## src/rtl/vc_dest_arbiter.sv

```systemverilog
// vc_dest_arbiter: pops words from the VC0/VC1 FIFOs and routes each one to
// the D0 or D1 destination FIFO according to the word's MSB.
// Optional feature: define VC_ARB_RR_EN for round-robin VC arbitration;
// otherwise VC0 has strict priority over VC1.
// state_dbg exposes the control state: 0=IDLE, 1=ARB, 2=HOLD.
// Handshake: a pop strobe (vcX_read) is issued combinationally only in ARB
// with active=1, both almost_full flags low and the chosen VC non-empty; the
// popped word appears on vcX_data after the edge and is pushed (dX_write)
// two cycles after the pop, unconditionally, even into a full destination.
module vc_dest_arbiter #(
  parameter int DATA_SIZE = 6,
  parameter int CNT_SIZE  = 8
) (
  input  logic                 clk,
  input  logic                 reset_L,
  input  logic                 active,
  input  logic                 vc0_empty,
  input  logic                 vc1_empty,
  input  logic [DATA_SIZE-1:0] vc0_data,
  input  logic [DATA_SIZE-1:0] vc1_data,
  output logic                 vc0_read,
  output logic                 vc1_read,
  input  logic                 d0_almost_full,
  input  logic                 d1_almost_full,
  input  logic                 d0_full,
  input  logic                 d1_full,
  output logic                 d0_write,
  output logic                 d1_write,
  output logic [DATA_SIZE-1:0] d0_data,
  output logic [DATA_SIZE-1:0] d1_data,
  output logic [CNT_SIZE-1:0]  d0_count,
  output logic [CNT_SIZE-1:0]  d1_count,
  output logic                 error_out,
  output logic [1:0]           state_dbg
);

  typedef enum logic [1:0] {
    IDLE = 2'd0,
    ARB  = 2'd1,
    HOLD = 2'd2
  } state_e;

  state_e               state_q, state_d;
  logic                 src_valid_q, src_valid_d;
  logic                 src_id_q, src_id_d;
  logic                 d0_write_q, d0_write_d;
  logic                 d1_write_q, d1_write_d;
  logic [DATA_SIZE-1:0] d0_data_q, d0_data_d;
  logic [DATA_SIZE-1:0] d1_data_q, d1_data_d;
  logic [CNT_SIZE-1:0]  d0_count_q, d0_count_d;
  logic [CNT_SIZE-1:0]  d1_count_q, d1_count_d;
  logic                 error_q, error_d;
  logic                 any_afull;
  logic                 pop_ok;
  logic [DATA_SIZE-1:0] word;
  logic                 dest;

  assign any_afull = d0_almost_full | d1_almost_full;
  assign pop_ok    = (state_q == ARB) && active && !any_afull;

`ifdef VC_ARB_RR_EN
  logic rr_ptr_q, rr_ptr_d;

  // Round-robin pop select: pointed VC first, the other one if it is empty
  always_comb begin
    vc0_read = 1'b0;
    vc1_read = 1'b0;
    if (pop_ok) begin
      if (!rr_ptr_q) begin
        if (!vc0_empty)      vc0_read = 1'b1;
        else if (!vc1_empty) vc1_read = 1'b1;
      end else begin
        if (!vc1_empty)      vc1_read = 1'b1;
        else if (!vc0_empty) vc0_read = 1'b1;
      end
    end
    rr_ptr_d = rr_ptr_q ^ (vc0_read | vc1_read);
  end

  // Pointer flips after every pop, whichever VC was served
  always_ff @(posedge clk or negedge reset_L) begin
    if (!reset_L) rr_ptr_q <= 1'b0;
    else          rr_ptr_q <= rr_ptr_d;
  end
`else
  // Strict-priority pop select: VC0 always wins when it has data
  always_comb begin
    vc0_read = 1'b0;
    vc1_read = 1'b0;
    if (pop_ok) begin
      if (!vc0_empty)      vc0_read = 1'b1;
      else if (!vc1_empty) vc1_read = 1'b1;
    end
  end
`endif

  // Control FSM next state: leaving ARB/HOLD on active=0 takes precedence
  always_comb begin
    state_d = state_q;
    case (state_q)
      IDLE: if (active) state_d = ARB;
      ARB: begin
        if (!active)        state_d = IDLE;
        else if (any_afull) state_d = HOLD;
      end
      HOLD: begin
        if (!active)         state_d = IDLE;
        else if (!any_afull) state_d = ARB;
      end
      default: state_d = IDLE;
    endcase
  end

  // Pipeline: record the pop, then route the FIFO's registered word
  always_comb begin
    src_valid_d = vc0_read | vc1_read;
    src_id_d    = vc1_read;
    word        = src_id_q ? vc1_data : vc0_data;
    dest        = word[DATA_SIZE-1];
    d0_write_d  = src_valid_q & ~dest;
    d1_write_d  = src_valid_q & dest;
    d0_data_d   = d0_write_d ? word : d0_data_q;
    d1_data_d   = d1_write_d ? word : d1_data_q;
    d0_count_d  = d0_count_q + {{(CNT_SIZE-1){1'b0}}, d0_write_d};
    d1_count_d  = d1_count_q + {{(CNT_SIZE-1){1'b0}}, d1_write_d};
    error_d     = error_q | (d0_write_d & d0_full) | (d1_write_d & d1_full);
  end

  // State, pipeline and output registers; reset drops in-flight words
  always_ff @(posedge clk or negedge reset_L) begin
    if (!reset_L) begin
      state_q     <= IDLE;
      src_valid_q <= 1'b0;
      src_id_q    <= 1'b0;
      d0_write_q  <= 1'b0;
      d1_write_q  <= 1'b0;
      d0_data_q   <= '0;
      d1_data_q   <= '0;
      d0_count_q  <= '0;
      d1_count_q  <= '0;
      error_q     <= 1'b0;
    end else begin
      state_q     <= state_d;
      src_valid_q <= src_valid_d;
      src_id_q    <= src_id_d;
      d0_write_q  <= d0_write_d;
      d1_write_q  <= d1_write_d;
      d0_data_q   <= d0_data_d;
      d1_data_q   <= d1_data_d;
      d0_count_q  <= d0_count_d;
      d1_count_q  <= d1_count_d;
      error_q     <= error_d;
    end
  end

  assign d0_write  = d0_write_q;
  assign d1_write  = d1_write_q;
  assign d0_data   = d0_data_q;
  assign d1_data   = d1_data_q;
  assign d0_count  = d0_count_q;
  assign d1_count  = d1_count_q;
  assign error_out = error_q;
  assign state_dbg = state_q;

endmodule

```

## config.mk

```make
export PLATFORM = sky130hd
export DESIGN_NAME = vc_dest_arbiter
export DESIGN_NICKNAME = d
export VERILOG_FILES = /design/src/rtl/vc_dest_arbiter.sv
export SDC_FILE = /design/constraint.sdc
export NUM_CORES = 1
export LEC_CHECK = 0
export BUFFER_PORTS_ARGS = -buffer_cell sky130_fd_sc_hd__buf_4
export CORE_ASPECT_RATIO = 1.1
export CORE_MARGIN = 2
export CORE_UTILIZATION = 47
export DETAILED_ROUTE_END_ITERATION = 12
export PLACE_DENSITY_LB_ADDON = 0.25
export SETUP_SLACK_MARGIN = 0.02
export SLEW_MARGIN = 20
export SYNTH_ARGS = -nofsm -noshare
export SYNTH_HDL_FRONTEND = slang
export SYNTH_SLANG_ARGS = --single-unit
```

## constraint.sdc

```tcl
create_clock -name clk -period 2.6 [get_ports clk]
set_input_delay 0.52 -clock clk [delete_from_list [all_inputs] [get_ports clk]]
set_output_delay 0.52 -clock clk [all_outputs]
set_load 0.02 [all_outputs]
```

# Yosys cells after proc, flatten, opt, wreduce, memory -nomap -nowiden
# Cells that the tools add are included.
dict set report totals {
  out_inout_bits 35
  regBits 35
  elab_cells 43
  inputBits 21
}
dict set report op_classes {
  addsub 2
  bitwise_logic 9
  muxes 12
  n_eq_ne 5
  reduce_logical 5
}
# op n
set op_table {}
lappend op_table {{adder 8 x 1 -> 8 bit} 2}
lappend op_table {{2-to-1 mux 2 bit} 5}
lappend op_table {{2-to-1 mux 6 bit} 1}
lappend op_table {{!= test 3 bit (second input constant)} 2}
lappend op_table {{one-hot mux 2 bit (3 select lines)} 1}
lappend op_table {{2-to-1 mux 1 bit} 5}
lappend op_table {{AND 1 bit} 4}
lappend op_table {{OR 1 bit} 4}
lappend op_table {{AND reduction 3 bit} 1}
lappend op_table {{equality test 2 x 1 -> 1 bit (second input constant)} 1}
lappend op_table {{equality test 2 bit (second input constant)} 1}
lappend op_table {{logical AND 1 bit} 2}
lappend op_table {{logical NOT 2 bit} 1}
lappend op_table {{!= test 2 bit (second input constant)} 1}
lappend op_table {{logical NOT 1 bit} 1}
lappend op_table {{inverter 1 bit} 1}

# Depth between registers and ports, before layout
dict set report logic_depth {
  depth_word 6
  mapped_depth 9
  ltp_nobuf 7
}

# Least setup slack after synthesis
# No wires, ideal clock.
dict set report synth_path {
  path_kind {input-to-output}
  startpoint {input port d1_almost_full}
  endpoint {output port vc1_read}
  path_buffers 0
  arrival_time_ps 1648
  required_time_ps 2080
  setup_slack_ps 432
  stages 2
  path_cell_list {or4_1 nor3b_1}
}
dict set report synth_via {
  elab_chain_len 4
}
# item line
set synth_rtl {}
lappend synth_rtl {{from (decl)} 24} ;# input logic d1_almost_full,
lappend synth_rtl {{OR 1 bit} 58} ;# assign any_afull = d0_almost_full | d1_almost_full;
lappend synth_rtl {{logical NOT 1 bit} --}
lappend synth_rtl {{logical AND 1 bit} 59} ;# assign pop_ok = (state_q == ARB) && active && !any_afull;
lappend synth_rtl {{2-to-1 mux 1 bit} 90} ;# if (pop_ok) begin
lappend synth_rtl {{to (decl)} 22} ;# output logic vc1_read,
# No other way between the ends.

# Worst setup path after layout
dict set report layout_path {
  startpoint {register state_q[1] (netlist: state_dbg[1])}
  endpoint {output port vc1_read}
}
dict set report layout_via {
  elab_chain_len 4
}
# item line
set layout_rtl {}
lappend layout_rtl {{from (decl)} 43} ;# state_e state_q, state_d;
lappend layout_rtl {{from (signal assigned)} 143} ;# state_q <= state_d;
lappend layout_rtl {{equality test 2 x 1 -> 1 bit} 59}
lappend layout_rtl {{logical AND 1 bit (2 in a row)} 59}
lappend layout_rtl {{2-to-1 mux 1 bit} 90}
# No other way between the ends.

==> parameters.txt <==
Parameter                              Value

CTS
  Setup Fix Bufs, Post-CTS    0
  Total CTS buffers    5
  Maximum level of the CTS H-tree    2
  Post_cts resized    0
  CTS tree    done
  Maximum buffer depth of the clock tree    2
  Clock tree root buffer cell    sky130_fd_sc_hd__clkbuf_4
  Clock transition at the registers of the reported paths    0.10 ns
  Clock insertion delay at the later pin of the skew report    0.33 ns
  CTS Hold Bufs    0
  Number of sinks driven by the clock tree    35

Power and ir drop
  Cell internal power dissipation    953 uW
  Cell area power density    692 mW/mm^2
  Worst-case vdd ir drop    483 uV
  P_sw    391 uW
  Logic gate share of total power    25.4%
  Clock group share of total power    24.6%
  Reg power frac    50.1%
  Leakage Power    0.00104 uW
  Fraction of power spent switching nets    29.1%

Worst setup path
  Highest fanout seen on the critical path    5
  CP arrival    1.80 ns
  Category of the worst setup path launch point    flip-flop
  Crit path required time    2.08 ns
  Buf/Inv on CP    1
  Worst path slowest cell    sky130_fd_sc_hd__or4_1
  Crit-path cells    or4_1, nor3b_1, buf_4
  Number of cells on the critical path    3
  Crit path capture type    output port
  Worst Path Class, Setup    flip-flop to output port
  Largest delay contributor family on the critical path    simple AND/OR/NAND/NOR gates
  Worst path max stage delay    0.58 ns
  R2R depth    7

Floorplan
  Floorplan core area    0.00297 sq mm
  Starting Density    48.4%
  X dimension of the die    56.7 um
  Row cnt    21
  Number of primary I/O pins    56
  Die height    62.0 um
  Die Area    0.00351 sq mm

Cells and area
  Layout filler cell count    239
  Fraction of layout cells with a size suffix above 1    48.8%
  Leading cell type in the layout, fill and taps excluded    sky130_fd_sc_hd__buf_4
  Register Area    876 sq um
  Area delta synth->final    35.2%
  Antenna diode instance count    0
  End-of-flow core utilization    65.4%
  Nets@finish    188
  Multi-input combinational cell area    527 sq um
  Commonest cells after routing, fill and taps aside    sky130_fd_sc_hd__buf_4, sky130_fd_sc_hd__dfrtp_1, sky130_fd_sc_hd__mux2_2

Routing
  Total Routed Length    2.57 mm
  DRC violation count after routing    0
  Number of vias in the routed layout    997
  Routed wire length per instance    13.0 um
  Detailed Routing Iterations Pass 1    3
  Via density per instance    5.04
  Detail Route Antenna Nets    0
  1st-iter DRT viols    9

Timing
  Worst relative slew slack    71.3%
  Transition time of the tightest slew-check pin    0.431 ns
  Final critical delay including setup and external delays    2.32 ns
  Setup TNS    0 ns
  Share of the cycle needed by the critical path after routing    89.4%
  Top achievable clock speed    0.430 GHz
  Worst setup skew after layout    0.00613 ns
  Count of final setup violators    0
  Hold Fails Final Rpt    0
  Setup repair after global routing missed its margin    false
  Number of pins with negative max-slew slack in the final report    0

Synth
  Area share of fa/ha/maj cells after synthesis    3.48%
  Synthesis-stage register bit count    35
  Total number of yosys warnings    0
  Mapped Nets    127
  Number of instances in the synthesized netlist    102
  Compound-Gate Fraction of Synth Area    2.44%
  Share of cell area taken by muxes after synthesis    13.8%
  Largest family of logic cells by synthesized area    multiplexers
  Share of the yosys chip area belonging to registers    61.0%
  Average size of a mapped cell    14.1 sq um
  Post-Synth Simple-Gate Area    9.06%
  Area of the mapped netlist    0.00144 sq mm
  Synth cell types    23
  Post-Synth XOR/XNOR Area    7.93%

Global routing
  Initial antenna violation count    0
  Total Routing Usage GR    16.1%
  GRT Residual Overflow    0
  Global routing usage on met2    25.1%
  Largest net degree at the start of global routing    36
  Fraction of met3 tracks used by global routing    4.55%
  Wire length of the first global-routing pass    4.13 mm
  Number of global-route vias before repair    928
  Global-route track usage on met1    19.5%
  Busiest metal layer after global routing    met2

Status
  Status    finished clean

Run
  Reported max-cap violation count    0

Place
  Count of buffers inserted at the top-level ports    55
  Post-DP HPWL    1.90 mm
  Routability-driven placement congestion ratio    0.777

Min path
  Path type of the worst min-delay path    primary input to asynchronous set/reset pin
## power by group through the flow
stage	Sequential [uW]	Combinational, uW	Clock (uW)
2_1_floorplan	773	76.9	0
3_3_place_gp	680	339	0
3_5_place_dp	682	347	0
4_1_cts	674	347	344
5_1_grt	685	368	367
6_report	673	341	331
## sequential cells by signal, indices dropped and copies added (netlist names)
register and flops:
d0_write 1, src_valid_q 1, d1_write 1, d0_data 6, d0_count 8, d1_data 6
d1_count 8, error_out 1, state_dbg 2, src_id_q 1
## cell usage after synthesis
cell,count,share of area (%)
sky130_fd_sc_hd__or2_2,1,0.44
sky130_fd_sc_hd__dfrtp_1,35,61
sky130_fd_sc_hd__and3_1,2,0.87
sky130_fd_sc_hd__mux2i_1,1,0.70
sky130_fd_sc_hd__or4_1,1,0.52
sky130_fd_sc_hd__a221o_1,1,0.70
sky130_fd_sc_hd__nand3_1,6,2.1
sky130_fd_sc_hd__a211oi_1,1,0.52
sky130_fd_sc_hd__and2_1,1,0.44
sky130_fd_sc_hd__xor2_1,7,4.3
sky130_fd_sc_hd__xnor2_1,6,3.7
sky130_fd_sc_hd__mux2_2,10,7.8
sky130_fd_sc_hd__nor3_1,2,0.70
sky130_fd_sc_hd__nor3b_1,1,0.52
sky130_fd_sc_hd__o21ai_0,1,0.35
sky130_fd_sc_hd__buf_6,3,2.4
sky130_fd_sc_hd__a21oi_1,1,0.35
sky130_fd_sc_hd__nor2_1,5,1.3
sky130_fd_sc_hd__ha_1,4,3.5
sky130_fd_sc_hd__nor2b_1,2,0.87
sky130_fd_sc_hd__mux2_4,5,5.2
sky130_fd_sc_hd__o21a_1,1,0.52
sky130_fd_sc_hd__nand2_1,5,1.3
## per-layer routing
metal  share of wire, %  routed length, um
met1                 43               1100
met3                7.4                191
met2                 47               1210
met4                2.6                 68
met5                  0                  0
## per-stage QoR
stage	worst slack [ns]	power [uW]	cells	instance area, sq um	hold WS [ns]
2_1_floorplan	0.432	850	102	1440	0.224
3_3_place_gp	0.469	1020	190	1870	0.457
3_5_place_dp	0.442	1030	190	1870	0.461
4_1_cts	0.235	1360	198	1940	0.120
5_1_grt	0.115	1420	198	1940	0.138
6_report	0.275	1340	198	1940	0.121
## kinds of logic after synthesis
group                    Yosys count
buffers and inverters              3
XOR/XNOR                          13
adder cells (fa/ha/maj)            4
multiplexers                      16
AND/OR/NAND/NOR                   26
AO/OA/AOI/OAI                      5
flip-flops                        35
## final cells by class
cell class / count / area share [%]
sequential: 35 / 45.1
clock buffer: 8 / 3.54
timing repair buffer: 57 / 22.0
tap: 34 / 2.19
multi-input combinational: 64 / 27.1
## final timing paths
kind | start | endpoint | slack [ns]
min | reset_L | d0_count[4] | 0.12
max in group asynchronous | reset_L | d0_write | 2.18
min in group clk | vc1_empty | src_id_q | 0.35
min reg2reg | d0_count[7] | d0_count[7] | 0.48
max reg2reg | src_id_q | d0_count[6] | 0.75
max | state_dbg[1] | vc1_read | 0.28
No activity file was read; power rests on OpenSTA's default activity.
